### src/rtl/pc_sequencer.sv
// Program-counter register and next-PC sequencer for the multicycle 16-bit core.
// Drives the shared PC adder, owns the fetch handshake and applies controller redirects.
module pc_sequencer #(
  parameter int               WIDTH    = 16,
  parameter logic [WIDTH-1:0] RESET_PC = 16'h0000,
  parameter logic [WIDTH-1:0] PC_INC   = 16'h0001,
  parameter logic [WIDTH-1:0] TRAP_VEC = 16'h00F0
) (
  input  logic             clk,
  input  logic             rst_n,
  output logic [WIDTH-1:0] AddA,
  output logic [WIDTH-1:0] AddB,
  output logic             AddCin,
  input  logic [WIDTH-1:0] AddSum,
  output logic             IMemReq,
  output logic [WIDTH-1:0] IMemAddr,
  input  logic             IMemAck,
  output logic             InstrValid,
  input  logic             PCWrite,
  input  logic [1:0]       PCSrc,
  input  logic [WIDTH-1:0] Offset,
  input  logic [WIDTH-1:0] Target,
  input  logic             Halt,
  output logic [WIDTH-1:0] PC,
  output logic [WIDTH-1:0] OldPC,
  output logic             Halted
);

  typedef enum logic [1:0] {S_IDLE, S_FETCH, S_EXEC, S_HALT} state_t;

  state_t           state_q, state_d;
  logic [WIDTH-1:0] pc_q, pc_d;
  logic [WIDTH-1:0] old_pc_q, old_pc_d;
  logic             instr_valid_q, instr_valid_d;
  logic             halted_q, halted_d;

  always_ff @(posedge clk or negedge rst_n) begin
    if (!rst_n) begin
      state_q       <= S_IDLE;
      pc_q          <= RESET_PC;
      old_pc_q      <= RESET_PC;
      instr_valid_q <= 1'b0;
      halted_q      <= 1'b0;
    end else begin
      state_q       <= state_d;
      pc_q          <= pc_d;
      old_pc_q      <= old_pc_d;
      instr_valid_q <= instr_valid_d;
      halted_q      <= halted_d;
    end
  end

  always_comb begin
    state_d       = state_q;
    pc_d          = pc_q;
    old_pc_d      = old_pc_q;
    instr_valid_d = 1'b0;
    halted_d      = halted_q;
    IMemReq       = 1'b0;
    AddA          = pc_q;
    AddB          = '0;
    unique case (state_q)
      S_IDLE: state_d = S_FETCH;
      S_FETCH: begin
        IMemReq = 1'b1;
        AddB    = PC_INC;
        if (IMemAck) begin
          old_pc_d      = pc_q;
          pc_d          = AddSum;
          instr_valid_d = 1'b1;
          state_d       = S_EXEC;
        end
      end
      S_EXEC: begin
        // Adder is free during EXEC, so it computes the branch target off OldPC.
        AddA = old_pc_q;
        AddB = Offset;
        if (PCWrite) begin
          unique case (PCSrc)
            2'b00: pc_d = pc_q;
            2'b01: pc_d = AddSum;
            2'b10: pc_d = Target;
            2'b11: pc_d = TRAP_VEC;
          endcase
          state_d  = Halt ? S_HALT : S_FETCH;
          halted_d = Halt;
        end
      end
      S_HALT: halted_d = 1'b1;
    endcase
  end

  assign AddCin     = 1'b0;
  assign IMemAddr   = pc_q;
  assign PC         = pc_q;
  assign OldPC      = old_pc_q;
  assign InstrValid = instr_valid_q;
  assign Halted     = halted_q;

endmodule

### config.mk
export PLATFORM = sky130hd
export DESIGN_NAME = pc_sequencer
export DESIGN_NICKNAME = d
export VERILOG_FILES = /design/src/rtl/pc_sequencer.sv
export SDC_FILE = /design/constraint.sdc
export NUM_CORES = 1
export LEC_CHECK = 0
export CORE_MARGIN = 2
export CORE_UTILIZATION = 41
export CTS_BUF_LIST = sky130_fd_sc_hd__clkbuf_8
export DETAILED_ROUTE_END_ITERATION = 16
export PLACE_DENSITY = 0.89
export SLEW_MARGIN = 20
export SYNTH_ARGS = -nofsm -noshare
export SYNTH_HDL_FRONTEND = slang
export SYNTH_SLANG_ARGS = --single-unit
### constraint.sdc
create_clock -name clk -period 4.1 [get_ports clk]
set_clock_uncertainty 0.2 [all_clocks]
set_input_delay 0.615 -clock clk [delete_from_list [all_inputs] [get_ports clk]]
set_output_delay 0.615 -clock clk [all_outputs]
set_load 0.02 [all_outputs]
## Word level (Yosys, flattened, before mapping)

Cells that the tools add are included.

| operators by class | value |
|---|---|
| equality and inequality tests | 9 |
| muxes and demuxes | 15 |
| reduce and logical (&&, ||, !) cells | 9 |

Operator list:

| cell | number |
|---|---|
| case mux 16 bit (2 select lines) | 2 |
| two-way mux 16 bit | 3 |
| case mux 16 bit (3 select lines) | 1 |
| == test 2 bit, second input constant | 4 |
| two-way mux 2 bit | 3 |
| != test 2 bit, second input constant | 3 |
| case mux 2 bit (3 select lines) | 1 |
| == test 2 x 1 -> 1 bit, second input constant | 2 |
| zero test 2 bit | 2 |
| two-way mux 1 bit | 4 |
| AND reduction 2 bit | 2 |
| AND reduction 4 bit | 1 |
| nonzero test 2 bit | 2 |
| AND reduction 3 bit | 1 |
| nonzero test 3 bit | 1 |
| case mux 1 bit (2 select lines) | 1 |

| storage, ports and cells | value |
|---|---|
| flip-flop bits (word level) | 36 |
| input port bits | 55 |
| output and inout port bits | 84 |
| logic and storage cells | 38 |

## Depth between registers and ports, before layout

| logic depth | value |
|---|---|
| depth after elaboration | 4 |
| depth in mapped cells | 7 |
| depth with buffers taken out | 5 |

## Worst setup path after synthesis

No wires, ideal clock.

| timing | value |
|---|---|
| kind | register -> output |
| start | register state_q[0] |
| end | output port AddA[12] |
| arrival time | 1.487 ns |
| required time | 3.285 ns |
| path slack | 1.798 ns |
| cell stages (with the launch flop) | 6 |
| path buffers | 2 |
| cells stage by stage | dfrtp_1 > inv_1 > ha_1 > buf_6 > clkbuf_1 > o21ai_0 |

| on the way | value |
|---|---|
| word-level cells in the longest chain between the ends | 2 |

Ends and longest elaborated chain:

| item | line | source |
|---|---|---|
| start, declared | 31 | `state_t state_q, state_d;` |
| start signal, assigned | 45 | `state_q <= state_d;` |
| == test 2 bit | 62 | `unique case (state_q)` |
| two-way mux 16 bit | 62 |  |
| end, declared | 11 | `output logic [WIDTH-1:0] AddA,` |

No other way between the ends.

## Final worst setup path

| timing | value |
|---|---|
| start | register state_q[0] |
| end | output port AddB[0] |

| on the way | value |
|---|---|
| word-level cells in the longest chain between the ends | 2 |
| elaborated cells on any way between the ends | 3 |
| those cells by class | eq/ne (2); mux (1) |

Ends and longest elaborated chain:

| item | line | source |
|---|---|---|
| == test 2 bit / == test 2 x 1 -> 1 bit (equally long branches) | 62 |  |
| case mux 16 bit (2 select lines) (*) | 62 |  |
| end, declared | 12 | `output logic [WIDTH-1:0] AddB,` |

Every way passes the cells marked *; elsewhere a longest branch is shown, timed or not.

==> results by stage <==
Clock network:
- The clock insertion delay at the later pin of the skew report is 0.28 ns.
- The clock edge transition at the registers on the reported setup and hold paths is 0.07 ns.
- The total clock buffers created by CTS is 5.
- The cell sitting at the root of the clock tree is a sky130_fd_sc_hd__clkbuf_8.
- The count of hold-fix buffers inserted at cts is 0.
- The maximum root-to-sink buffer count is 2.
- The number of gates resized after CTS was 0.
- The count of buffers added by post-CTS timing repair for setup is 0.
- CTS built an H-tree with a depth of 2.
- The tree built by TritonCTS fans out to 36 sinks.
- The clock tree from TritonCTS is built.

Synth:
- The multiplexer fraction of the synthesized cell area is 12.6%.
- The synthesis-stage register bit count is 36.
- The adder-cell area share of the yosys netlist is roughly 3.5%.
- The number of different library cells used by synthesis comes to 24.
- For this run, the number of Yosys warnings is 0.
- The cell area after synthesis is between 2000 and 2500 µm².
- In the synthesized netlist, the number of instances is approximately 230.
- The fraction of the yosys area taken by sequential cells is 41.6%.
- The xor and xnor area share after synthesis is 0%.
- When the netlist entered floorplanning its net count stood at 290.
- The synthesized-area fraction occupied by ao, oa, aoi and oai cells is 12.1%.
- The combinational family with the most area after synthesis is simple AND/OR/NAND/NOR gates.
- The synthesized-area fraction occupied by and/or/nand/nor cells is 17.9%.
- The synthesized area per cell is between 9 and 10 µm².

Setup path:
- The buffer and inverter count on the worst path is 2.
- The worst register-to-register path has a setup slack of 1.35 ns.
- The critical path depth is 5.
- The number of cells traversed by the worst register-to-register path is 6.
- The critical path starts at state_q[0].
- Along the worst path, the maximum fanout reaches 30.
- In this run the critical register-to-register path is launched from state_q[0].
- The capturing point of the worst reg2reg path is IMemAddr[6].
- The nature of the critical path endpoint is a primary output.
- Following the worst setup path forward leads to its endpoint at AddB[0].
- The setup path with the least slack is of type flop to primary output.
- The slowest stage of the critical path belongs to the cell sky130_fd_sc_hd__ha_1.
- At the worst endpoint, the arrival time is about 2.5 ns.
- The delay of the slowest cell on the worst path is 0.75 ns.
- The sort of element at the start of the critical path is a flop.
- Traced cell by cell, the critical path runs through inv_1 > ha_1 > a21oi_1 > nor2_1 > clkdlybuf4s50_1.
- Data on the critical path is required at its endpoint by 3.28 ns.
- The kind of cell with the highest combined delay along the critical path is adder cells.

Placement:
- The congestion estimate from routability-driven global placement came to 0.761.
- The placed wire-length estimate is 4.70 mm.
- The instance count after placement with tap cells included is 411.
- Timing analysis after detailed placement gives a worst setup slack of 1.10 ns.
- The count of input and output buffers is approximately 140.
- After detailed placement, the total cell area comes to around 3500 µm².

Final layout:
- For this run, the post-layout net count is 409.
- The number of antenna diodes in the final layout is 0.
- Cells with a size suffix above 1 make up ~6.6% of the layout.
- The area added between synthesis and finish is 64.3%.
- The share of the core filled with cells in the final layout is 69.6%.
- The leading cell type in the layout, fill and taps excluded is sky130_fd_sc_hd__clkdlybuf4s50_1.
- The top cell types in the final layout, fill and taps aside, are sky130_fd_sc_hd__clkdlybuf4s50_1, sky130_fd_sc_hd__dfrtp_1, sky130_fd_sc_hd__nand2_1.
- The total non-filler cell area in the finished layout is 3550 µm².
- Excluding fillers, the count of instances in the completed layout stands at 419.

Timing:
- The slew at the pin closest to its max-slew limit is 0.880 ns.
- For this run, the top clock speed supported by timing is ~0.31 GHz.
- The time the final worst path needs with I/O delays and setup is between 3 and 4 ns.
- Setup repair after global routing left no endpoint under its margin.
- The sum of negative setup slack is 0 ns.
- The number of max-slew violations in the final report came to 0.
- Hold is met by ~0.22 ns.
- Setup violations remaining at the end of the flow were counted as 0.
- Of the available clock period, the critical path in the final layout requires about 80%.
- The final number of hold-violating endpoints is 0.
- In the post-route analysis, the smallest setup slack over all paths is 0.835 ns.
- The worst slew margin relative to its limit is 41.3%.

Pwr:
- The power consumption is 2.93 mW.
- The static leakage power is between 1.5 and 2 nW.
- IR analysis of the VDD net gives a maximum drop of ~560 µV.
- The power density over the cells is about 820 nW/µm².

Run status:
- The flow ran to the end, and the final reports show no timing, DRC or antenna violations.

Floorplanning:
- The core region area is 5110 µm².
- The number of standard-cell rows in the floorplan is 26.
- The die area is 5870 µm².
- For this design the top-level I/O count stands at 139.
- In this run the vertical extent of the chip is 76.6 µm.
- For this configuration, the core starts out at a cell density of between 40% and 50%.
- The die boundary width is 76.6 µm.

Drt:
- The via count is 2057.
- The detail route stage leaves a number of antenna-violating nets equal to 0.
- The routed via count divided by cell count is 4.91.
- For this run, the detailed router's first-pass iteration total came to 4.
- In the final routed layout, each cell accounts on average for 14.6 µm.
- The remaining design rule violation count is 0.
- The number of violations reported at the end of detailed-routing iteration 0 is 57.
- After detailed routing, the total wire length is 6.10 mm.

Global route:
- Entering global routing, the biggest net connects 37 pins.
- The remaining global-route overflow is 0.
- The overall track demand over capacity in global routing is 21.7%.
- The number of antenna violations at the first check in global routing is 0.
- The via count of the first global-routing pass is 2136.
- The first global-routing pass estimated about 10 mm of wire.

Worst hold path:
- The tightest min-delay check is of the primary input to asynchronous set/reset pin type.

Flow run:
- The count of maximum capacitance violations is 0.
-- power by group --
group | leakage (nW) | internal [mW] | switching (mW)
clock | 0.0538 | 0.132 | 0.115
combinational | 1.09 | 0.968 | 1.03
sequential | 0.428 | 0.538 | 0.146
-- cell families (layout without fill, tap and decap cells) --
logic type                 count (synthesis)  after routing
DFF                                       36             36
and+or+nand+nor                           63             63
AOI/OAI and AO/OA                         48             48
buffers and inverters                     49            169
other                                      1              1
muxes                                     26             26
adders and majority gates                  6              6
-- layer usage --
metal,track usage [%],routed length (µm),vias up
met3,5.81,385,4
met4,5.27,38,0
li1,-,-,994
met5,0,0,-
met1,24.7,2450,969
met2,40.2,3220,90
-- synthesized netlist by cell type --
library cell / number / share of area (%)
sky130_fd_sc_hd__a31oi_1: 1 / 0.29
sky130_fd_sc_hd__a21oi_1: 14 / 3.2
sky130_fd_sc_hd__mux2_2: 9 / 4.7
sky130_fd_sc_hd__nand2b_1: 1 / 0.29
sky130_fd_sc_hd__conb_1: 1 / 0.17
sky130_fd_sc_hd__nor2_1: 3 / 0.52
sky130_fd_sc_hd__nor2b_1: 1 / 0.29
sky130_fd_sc_hd__nor3b_1: 1 / 0.35
sky130_fd_sc_hd__dfrtp_1: 36 / 42
sky130_fd_sc_hd__and2_1: 15 / 4.3
sky130_fd_sc_hd__nor4_4: 1 / 0.98
sky130_fd_sc_hd__o31ai_1: 4 / 1.4
sky130_fd_sc_hd__nor2b_4: 1 / 0.64
sky130_fd_sc_hd__and4b_1: 12 / 5.6
sky130_fd_sc_hd__a21o_1: 4 / 1.4
sky130_fd_sc_hd__mux2i_1: 17 / 7.9
sky130_fd_sc_hd__nand2_1: 26 / 4.5
sky130_fd_sc_hd__buf_6: 2 / 1.0
sky130_fd_sc_hd__clkbuf_1: 11 / 1.9
sky130_fd_sc_hd__inv_1: 19 / 3.3
sky130_fd_sc_hd__buf_4: 17 / 5.9
sky130_fd_sc_hd__ha_1: 6 / 3.5
sky130_fd_sc_hd__nor3_1: 2 / 0.46
sky130_fd_sc_hd__o21ai_0: 25 / 5.8
-- flip-flops by register name, summed over array words and instances, names as in the netlist --
register	count
IMemAddr	16
OldPC	16
state_q	2
Halted	1
InstrValid	1
-- area by class of cell --
| cell class | count | area [µm²] |
|---|---|---|
| multi-input cells | 144 | 1000 |
| fillers | 423 | 1550 |
| clock inverters | 2 | 7.51 |
| flip-flops and latches | 36 | 901 |
| repair buffers | 142 | 1400 |
| inverters | 19 | 71.3 |
| clock buffers | 6 | 82.6 |
| well taps | 70 | 87.6 |
-- worst min-delay path by stage --
stage | from | slack, ns | endpoint | cells after the start
after global routing | rst_n | 0.28 | IMemAddr[8] | 1
after detailed placement | OldPC[7] | 0.30 | OldPC[7] | 2
after CTS | rst_n | 0.24 | OldPC[10] | 1
after floorplan | rst_n | 0.12 | Halted | 0
final | rst_n | 0.22 | OldPC[3] | 1
after global placement | OldPC[6] | 0.29 | OldPC[6] | 2
Note: power is estimated with default switching activity, not from simulation.
